==> src/rtl/sdram_arb.sv <==
// Two-master (CPU, DMA) arbiter in front of a single 32-bit SDRAM controller port.
// Define SDRAM_ARB_RR_EN for round-robin contention; otherwise DMA has fixed priority.
//
// state     | meaning
// ----------+----------------------------------------------------------
// S_IDLE    | no owner; a pending request registers a grant
// S_CPU_CMD | CPU owns mem_*; waits for read/write acceptance
// S_DMA_CMD | DMA owns mem_*; waits for read/write acceptance
// S_CPU_RD  | counting CPU read beats down to zero
// S_DMA_RD  | waiting for the single DMA read beat
module sdram_arb #(
  parameter int BURST_W = 4
) (
  input  logic               clk_sys,
  input  logic               reset_n,
  input  logic [19:0]        cpu_address,
  input  logic [31:0]        cpu_writedata,
  input  logic [3:0]         cpu_byteenable,
  input  logic [BURST_W-1:0] cpu_burstcount,
  input  logic               cpu_read,
  input  logic               cpu_write,
  output logic               cpu_waitrequest,
  output logic               cpu_readdatavalid,
  output logic [31:0]        cpu_readdata,
  input  logic [19:0]        dma_address,
  input  logic               dma_16bit,
  input  logic               dma_read,
  input  logic               dma_write,
  input  logic [15:0]        dma_writedata,
  output logic [15:0]        dma_readdata,
  output logic               dma_waitrequest,
  output logic               dma_readdatavalid,
  output logic [19:0]        mem_address,
  output logic [31:0]        mem_writedata,
  output logic [3:0]         mem_byteenable,
  output logic [BURST_W-1:0] mem_burstcount,
  output logic               mem_read,
  output logic               mem_write,
  input  logic               mem_busy,
  input  logic               mem_dout_ready,
  input  logic [31:0]        mem_dout
);

  typedef enum logic [2:0] {
    S_IDLE,
    S_CPU_CMD,
    S_DMA_CMD,
    S_CPU_RD,
    S_DMA_RD
  } state_t;

  state_t             state, state_nxt;
  logic [BURST_W-1:0] beat_cnt, beat_cnt_nxt;
  logic [1:0]         dma_lane;
  logic               dma_half;
  logic               cpu_req, dma_req, grant_dma;
  logic [19:0]        dma_addr_m;
  logic [31:0]        dma_wd_m;
  logic [3:0]         dma_be_m;

  assign cpu_req = cpu_read | cpu_write;
  assign dma_req = dma_read | dma_write;

`ifdef SDRAM_ARB_RR_EN
  logic last_cpu, last_cpu_nxt;
  assign grant_dma = dma_req & (~cpu_req | last_cpu);

  always_ff @(posedge clk_sys) begin
    if (!reset_n) last_cpu <= 1'b1;
    else          last_cpu <= last_cpu_nxt;
  end
`else
  assign grant_dma = dma_req;
`endif

  // DMA lane steering happens on the fly while DMA owns the command bus
  always_comb begin
    if (dma_16bit) begin
      dma_addr_m = {dma_address[19:1], 1'b0};
      dma_be_m   = dma_address[1] ? 4'b1100 : 4'b0011;
      dma_wd_m   = {2{dma_writedata}};
    end else begin
      dma_addr_m = dma_address;
      dma_be_m   = 4'b0001 << dma_address[1:0];
      dma_wd_m   = {4{dma_writedata[7:0]}};
    end
  end

  always_ff @(posedge clk_sys) begin
    if (!reset_n) begin
      state    <= S_IDLE;
      beat_cnt <= '0;
      dma_lane <= 2'b00;
      dma_half <= 1'b0;
    end else begin
      state    <= state_nxt;
      beat_cnt <= beat_cnt_nxt;
      // lane held past acceptance so the read return can be steered
      if (state == S_DMA_CMD) begin
        dma_lane <= dma_address[1:0];
        dma_half <= dma_16bit;
      end
    end
  end

  always_comb begin
    state_nxt         = state;
    beat_cnt_nxt      = beat_cnt;
    mem_address       = '0;
    mem_writedata     = '0;
    mem_byteenable    = '0;
    mem_burstcount    = '0;
    mem_read          = 1'b0;
    mem_write         = 1'b0;
    cpu_waitrequest   = 1'b1;
    dma_waitrequest   = 1'b1;
    cpu_readdatavalid = 1'b0;
    dma_readdatavalid = 1'b0;
`ifdef SDRAM_ARB_RR_EN
    last_cpu_nxt      = last_cpu;
`endif
    case (state)
      S_IDLE: begin
        if (cpu_req || dma_req) begin
          state_nxt = grant_dma ? S_DMA_CMD : S_CPU_CMD;
`ifdef SDRAM_ARB_RR_EN
          last_cpu_nxt = ~grant_dma;
`endif
        end
      end
      S_CPU_CMD: begin
        mem_address     = {cpu_address[19:2], 2'b00};
        mem_writedata   = cpu_writedata;
        mem_byteenable  = cpu_byteenable;
        mem_burstcount  = cpu_burstcount;
        mem_write       = cpu_write;
        mem_read        = cpu_read & ~cpu_write;
        cpu_waitrequest = mem_busy;
        if (!cpu_req) begin
          state_nxt = S_IDLE;
        end else if (!mem_busy) begin
          if (cpu_write) begin
            state_nxt = S_IDLE;
          end else begin
            state_nxt    = S_CPU_RD;
            beat_cnt_nxt = (cpu_burstcount == '0) ? BURST_W'(1) : cpu_burstcount;
          end
        end
      end
      S_DMA_CMD: begin
        mem_address     = dma_addr_m;
        mem_writedata   = dma_wd_m;
        mem_byteenable  = dma_be_m;
        mem_burstcount  = BURST_W'(1);
        mem_write       = dma_write;
        mem_read        = dma_read & ~dma_write;
        dma_waitrequest = mem_busy;
        if (!dma_req) begin
          state_nxt = S_IDLE;
        end else if (!mem_busy) begin
          if (dma_write) begin
            state_nxt = S_IDLE;
          end else begin
            state_nxt    = S_DMA_RD;
            beat_cnt_nxt = BURST_W'(1);
          end
        end
      end
      S_CPU_RD, S_DMA_RD: begin
        cpu_readdatavalid = mem_dout_ready & (state == S_CPU_RD);
        dma_readdatavalid = mem_dout_ready & (state == S_DMA_RD);
        if (mem_dout_ready) begin
          beat_cnt_nxt = beat_cnt - BURST_W'(1);
          if (beat_cnt <= BURST_W'(1)) state_nxt = S_IDLE;
        end
      end
      default: state_nxt = S_IDLE;
    endcase
  end

  always_comb begin
    cpu_readdata = mem_dout;
    if (dma_half) begin
      dma_readdata = dma_lane[1] ? mem_dout[31:16] : mem_dout[15:0];
    end else begin
      case (dma_lane)
        2'd0:    dma_readdata = {8'h00, mem_dout[7:0]};
        2'd1:    dma_readdata = {8'h00, mem_dout[15:8]};
        2'd2:    dma_readdata = {8'h00, mem_dout[23:16]};
        default: dma_readdata = {8'h00, mem_dout[31:24]};
      endcase
    end
  end

endmodule

==> config.mk <==
export PLATFORM = sky130hd
export DESIGN_NAME = sdram_arb
export DESIGN_NICKNAME = d
export VERILOG_FILES = /design/src/rtl/sdram_arb.sv
export SDC_FILE = /design/constraint.sdc
export NUM_CORES = 1
export LEC_CHECK = 0
export CORE_AREA = 5 5 95 97
export DETAILED_ROUTE_END_ITERATION = 10
export DIE_AREA = 0 0 100 102
export PLACE_DENSITY = 0.89
export SLEW_MARGIN = 20
export SYNTH_ARGS = -nofsm -noshare
export SYNTH_HDL_FRONTEND = slang
export SYNTH_SLANG_ARGS = --single-unit
==> constraint.sdc <==
create_clock -name clk_sys -period 5.6 [get_ports clk_sys]
set_input_delay 1.68 -clock clk_sys [delete_from_list [all_inputs] [get_ports clk_sys]]
set_output_delay 1.68 -clock clk_sys [all_outputs]
set_load 0.005 [all_outputs]
==> results of run 1 <==
==> worst max path at each step <==
stage / endpoint / slack [ns] / start
final: mem_writedata[28] / 0.36 / dma_16bit
after global routing: mem_writedata[9] / 0.28 / dma_16bit
after CTS: mem_writedata[28] / 0.36 / dma_16bit
after detailed placement: mem_writedata[28] / 0.36 / dma_16bit
after global placement: mem_writedata[28] / 0.36 / dma_16bit
after floorplan: mem_writedata[10] / 1.39 / dma_16bit
==> synthesized netlist by cell type, drive strengths merged (3+ instances only) <==
cell type / number / share of area [%]
a21oi: 6 / 1.5
a211oi: 3 / 1.1
a21o: 16 / 6.0
and3: 4 / 1.2
nor2b: 9 / 2.8
buf: 41 / 15
mux2i: 19 / 9.4
nand2b: 6 / 1.9
dfxtp: 10 / 9.9
inv: 6 / 1.1
nor3: 3 / 0.75
a22o: 36 / 16
or3b: 3 / 1.3
o32ai: 3 / 1.7
mux4: 8 / 8.9
clkbuf: 12 / 2.3
nand2: 18 / 3.4
or2: 3 / 1.1
nor2: 19 / 3.5
==> through the flow <==
step | area (um2) | utilization, % | hold slack [ns]
2_1_floorplan | 2010 | - | 0.437
3_3_place_gp | 4310 | 53.5 | 0.446
3_5_place_dp | 4310 | 53.5 | 0.449
4_1_cts | 4360 | 54.2 | 0.457
5_1_grt | 4360 | 54.2 | 0.474
6_report | 4360 | 54.2 | 0.456
==> area by class of cell <==
| cell class | count | area share [%] |
|---|---|---|
| multi-input combinational | 184 | 33.4 |
| timing repair buffer | 250 | 57.3 |
| sequential | 10 | 4.59 |
| tap | 105 | 3.01 |
| inverter | 6 | 0.516 |
| clock buffer | 4 | 1.26 |
==> worst min-delay path: stages (launching register included) <==
cell	delay, ns
dfxtp_1	0.31
nand2_1	0.05
a21oi_1	0.05
==> kinds of logic (layout without fill, tap and decap cells) <==
family | after synthesis | after routing
simple gates | 75 | 75
flops | 10 | 10
fa+ha+maj | 2 | 2
compound gates | 80 | 80
buf+inv | 59 | 260
mux | 27 | 27
==> state kept, by name, summed over array words and instances, names as in the netlist <==
| name | cells |
|---|---|
| beat_cnt | 4 |
| state | 3 |
| dma_half | 1 |
| dma_lane | 2 |
==> per-layer routing <==
layer / global-route usage [%] / vias up
li1: - / 1324
met1: 20.2 / 1273
met2: 33.5 / 131
met3: 5.80 / 8
met4: 4.46 / 0
met5: 0 / -
==> where the power goes <==
part	internal, mW	switching [mW]	leakage (nW)	total (mW)
combinational	0.347	0.206	1.61	0.553
clock	0.0620	0.0314	0.0288	0.0934
sequential	0.0808	0.0197	0.0817	0.100
total	0.490	0.257	1.73	0.747
==> flow_summary.json, run 1 <==
{
  "grt_pass1_vias": 2848,
  "max_slew_margin_pct": 33.0,
  "ant_nets": 0,
  "post_cts_buffers": 0,
  "grtUsageTotal_pct": 18.1,
  "finalNonFillerCells": 559,
  "async_flop_share_pct": 0,
  "grt_setup_unrepaired": "no",
  "path_common_cell": "clkdlybuf4s50_1",
  "synth_fa_ha_area_share_pct": 1.24,
  "met3_length_um": 962,
  "cellPowerDensity_nw_per_um2": 171,
  "met2_length_um": 5400,
  "finalSetupTns_ns": 0,
  "mostFrequentLayoutCell": "clkdlybuf4s50_1",
  "topRoutingLayerUsed": "met4",
  "syn_avg_cell_area_um2": 7.96,
  "hold_violations": 0,
  "p_leak_nw": 1.73,
  "drv_slew": 0,
  "cts_root_buffer": "clkbuf_8",
  "wl_met1_um": 3850,
  "status": "finished, final reports clean",
  "clk_path_buf_depth": 2,
  "cts_tree": "built",
  "period_share_pct": 93.6,
  "start_util_pct": 25.0,
  "fillerInstances": 730,
  "gp_congestion": 0.840,
  "multi_input_area_um2": 1460,
  "grt_start_max_net_pins": 57,
  "wl_per_cell_um": 18.5,
  "fmax_mhz": 191,
  "cp-start-kind": "primary input",
  "io_pins": 251,
  "antenna_found_initial": 0,
  "critPathTopFamily": "buffers and inverters",
  "holdPathEnd": "dma_lane[0]",
  "synthMuxAreaShare_pct": 18.4,
  "grt_pass1_wl_um": 14800,
  "syn_inst": 253,
  "die_w_um": 100,
  "crit_cells": 5,
  "cts.sinks": 10,
  "setup_ws_ns": 0.361,
  "syn_area_um2": 2010,
  "cp-end-kind": "output pin",
  "vias": 2736,
  "finClkSkew_ns": 0.00455,
  "drv_cap": 0,
  "port_buffers": 248,
  "layout.nets": 594,
  "path_class": "in2out",
  "dp.cells": 555,
  "p_total_mw": 0.747,
  "regArea_um2": 200,
  "rows": 33,
  "ys.flop_type": "dfxtp_1",
  "setup_viol": 0,
  "dpl.hpwl_um": 8770,
  "synth_edf_count": 0,
  "crit_chain": "clkdlybuf4s50_1, mux2i_1, nor2_1, a21o_1, clkdlybuf4s50_1",
  "synthSimpleGateAreaFrac_pct": 19.4,
  "ys_ff_latch": 10,
  "synth_top_family_by_area": "compound AO/OA/AOI/OAI gates",
  "clkTransAtPathRegs_ns": 0.05,
  "yosysUniqueCellTypes": 47,
  "r2r_setup_slack_ns": 3.56,
  "core_um2": 8050,
  "synth_fp_nets": 392,
  "grt_overflow": 0,
  "worst_slew_pin_slew_ns": 1.00,
  "route.detailed.drc": 0,
  "layout-drive-gt1-share_pct": 4.85,
  "crit_buf_inv": 2,
  "die_h_um": 102,
  "cp_slowest_cell": "clkdlybuf4s50_1",
  "dpl_worst_slack_ns": 0.360,
  "ys_seq_area_share_pct": 9.94,
  "cts_buffers": 3,
  "critPathMaxFanout": 10,
  "fp.dieArea_um2": 10200,
  "final_cell_mix": "clkdlybuf4s50_1 (248), a22o_1 (36), mux2i_1 (19)",
  "synth_xor_area_share_pct": 0,
  "hp-start": "dma_lane[0]",
  "drtPass1Iterations": 4,
  "antenna_cells": 0,
  "clk_latency_ns": 0.24,
  "drtIter0Drc": 92,
  "area_growth_pct": 117,
  "timing.rr.end": "beat_cnt[3]",
  "cpPeakStageDelay_ns": 0.81,
  "routed_via_density": 4.89,
  "crit_required_ns": 3.92,
  "wl_um": 10300,
  "synth-compound-area-share_pct": 33.1,
  "holdBufCountCts": 0,
  "yosysWarnings": 0,
  "min_path_cells": 2,
  "crit_arrival_ns": 3.56,
  "cts_resized": 0,
  "min_path_type": "reg2reg",
  "irDropWorstVdd_v": 0.0000718,
  "ff2ff_path_depth": 4,
  "cts_max_level": 1,
  "worst_r2r_startpoint": "state[0]",
  "layout_min_cycle_time_ns": 5.24
}
(Power assumes the default switching activity.)
==> run 2, diff against run 1 <==
--- a/config.mk
+++ b/config.mk
@@ -9,6 +9,7 @@
 export DETAILED_ROUTE_END_ITERATION = 10
 export DIE_AREA = 0 0 100 102
 export PLACE_DENSITY = 0.89
+export SKIP_LAST_GASP = 1
 export SLEW_MARGIN = 20
 export SYNTH_ARGS = -nofsm -noshare
 export SYNTH_HDL_FRONTEND = slang
==> results of run 2 <==
The final DEF is identical to that of run 1; final timing and power are the same.
==> run 3, diff against run 2 <==
--- a/config.mk
+++ b/config.mk
@@ -9,8 +9,7 @@
 export DETAILED_ROUTE_END_ITERATION = 10
 export DIE_AREA = 0 0 100 102
 export PLACE_DENSITY = 0.89
-export SKIP_LAST_GASP = 1
-export SLEW_MARGIN = 20
+export SLEW_MARGIN = 40
 export SYNTH_ARGS = -nofsm -noshare
 export SYNTH_HDL_FRONTEND = slang
 export SYNTH_SLANG_ARGS = --single-unit
==> flow_summary.json, run 3 (synthesized netlist as in run 1, its figures left out) <==
{
  "post_cts_buffers": 0,
  "crit_required_ns": 3.92,
  "clk_path_buf_depth": 2,
  "irDropWorstVdd_v": 0.0000715,
  "hold_violations": 0,
  "finalSetupTns_ns": 0,
  "crit_arrival_ns": 3.59,
  "wl_um": 10300,
  "p_leak_nw": 1.73,
  "dpl.hpwl_um": 8820,
  "cpPeakStageDelay_ns": 0.84,
  "final_cell_mix": "clkdlybuf4s50_1 (248), a22o_1 (36), mux2i_1 (19)",
  "max_slew_margin_pct": 61.1,
  "clk_latency_ns": 0.24,
  "start_util_pct": 25.0,
  "drtIter0Drc": 80,
  "finClkSkew_ns": 0.00464,
  "holdBufCountCts": 0,
  "worst_slew_pin_slew_ns": 0.582,
  "cts.sinks": 10,
  "grtUsageTotal_pct": 18.4,
  "grt_pass1_vias": 2813,
  "cp-start-kind": "primary input",
  "grt_overflow": 0,
  "grt_pass1_wl_um": 15100,
  "regMostFlops": "beat_cnt",
  "cellPowerDensity_nw_per_um2": 171,
  "drtPass1Iterations": 4,
  "fp.dieArea_um2": 10200,
  "fmax_mhz": 190,
  "fillerInstances": 738,
  "port_buffers": 248,
  "cts_root_buffer": "clkbuf_8",
  "mostFrequentLayoutCell": "clkdlybuf4s50_1",
  "setup_ws_ns": 0.333,
  "status": "finished, final reports clean",
  "antenna_cells": 0,
  "dpl_worst_slack_ns": 0.351,
  "cp_slowest_cell": "clkdlybuf4s50_1",
  "route.detailed.drc": 0,
  "cts_tree": "built",
  "grt_start_max_net_pins": 57,
  "cp-end-kind": "output pin",
  "layout.nets": 594,
  "layout_min_cycle_time_ns": 5.27,
  "ant_nets": 0,
  "drv_slew": 0,
  "setup_viol": 0,
  "core_um2": 8050,
  "path_common_cell": "clkdlybuf4s50_1",
  "path_class": "in2out",
  "min_path_type": "reg2reg",
  "wl_per_cell_um": 18.4,
  "die_h_um": 102,
  "reg.largest.list": "beat_cnt x4, state x3, dma_lane x2",
  "largest_reg_flops": 4,
  "crit_chain": "clkdlybuf4s50_1, buf_4, nor2_1, o31ai_1, clkdlybuf4s50_1",
  "clkTransAtPathRegs_ns": 0.05,
  "period_share_pct": 94.1,
  "cts_buffers": 3,
  "die_w_um": 100,
  "antenna_found_initial": 0,
  "cts_resized": 0,
  "layout-drive-gt1-share_pct": 5.29,
  "drv_cap": 0,
  "rows": 33,
  "cts_max_level": 1,
  "io_pins": 251,
  "critPathMaxFanout": 10,
  "grt_setup_unrepaired": "no",
  "routed_via_density": 4.95,
  "vias": 2768,
  "area_growth_pct": 117,
  "gp_congestion": 0.840
}
==> run 3: cell count changes in the layout (fill, tap and decap cells not counted) <==
cell	previous run	this run
and2_2	1	0
and2_4	0	1
dfxtp_1	10	9
dfxtp_2	0	1
o32ai_1	2	1
o32ai_2	1	2
==> run 3: critical path: cells and delay by family <==
family	cells	cell delay [ns]
and+or+nand+nor	1	0.04
AOI/OAI and AO/OA	1	0.25
buffers and inverters	3	1.62
==> run 3: layout make-up <==
type                            instances  area, um2  share of cell area [%]
Multi-Input combinational cell        184       1460                    33.5
Tap cell                              105        131                    3.01
Sequential cell                        10        201                    4.61
Inverter                                6       22.5                   0.515
Clock buffer                            4       55.1                    1.26
Timing Repair Buffer                  250       2500                    57.1
==> run 3: where the power goes <==
part | switching, mW | internal, mW
clock | 0.0313 | 0.0620
sequential | 0.0196 | 0.0810
combinational | 0.206 | 0.348
total | 0.257 | 0.491
==> run 3: path summary, 6_finish.rpt <==
path                             startpoint                end  depth (start not counted)  slack [ns]
worst min-delay path            dma_lane[0]        dma_lane[0]                          2        0.45
worst max-delay path              dma_16bit  mem_byteenable[1]                          5        0.33
worst min register to register  dma_lane[0]        dma_lane[0]                          2        0.45
worst max register to register     state[0]           state[0]                          4        3.59
==> run 3: per-stage QoR <==
stage,utilization [%],power [mW],instance area [um2],std cells,hold WS (ns)
after floorplan,-,0.332,2010,253,0.437
after global placement,53.5,0.645,4310,555,0.446
after detailed placement,53.5,0.656,4310,555,0.449
after CTS,54.2,0.753,4360,559,0.457
after global routing,54.3,0.795,4370,559,0.474
final,54.3,0.748,4370,559,0.454
==> run 3: layer usage <==
| layer | routed length (um) | vias up | track usage, % |
|---|---|---|---|
| li1 | - | 1324 | - |
| met1 | 3750 | 1284 | 20.8 |
| met2 | 5280 | 144 | 32.7 |
| met3 | 1060 | 16 | 6.62 |
| met4 | 209 | 0 | 5.70 |
| met5 | 0 | - | 0 |
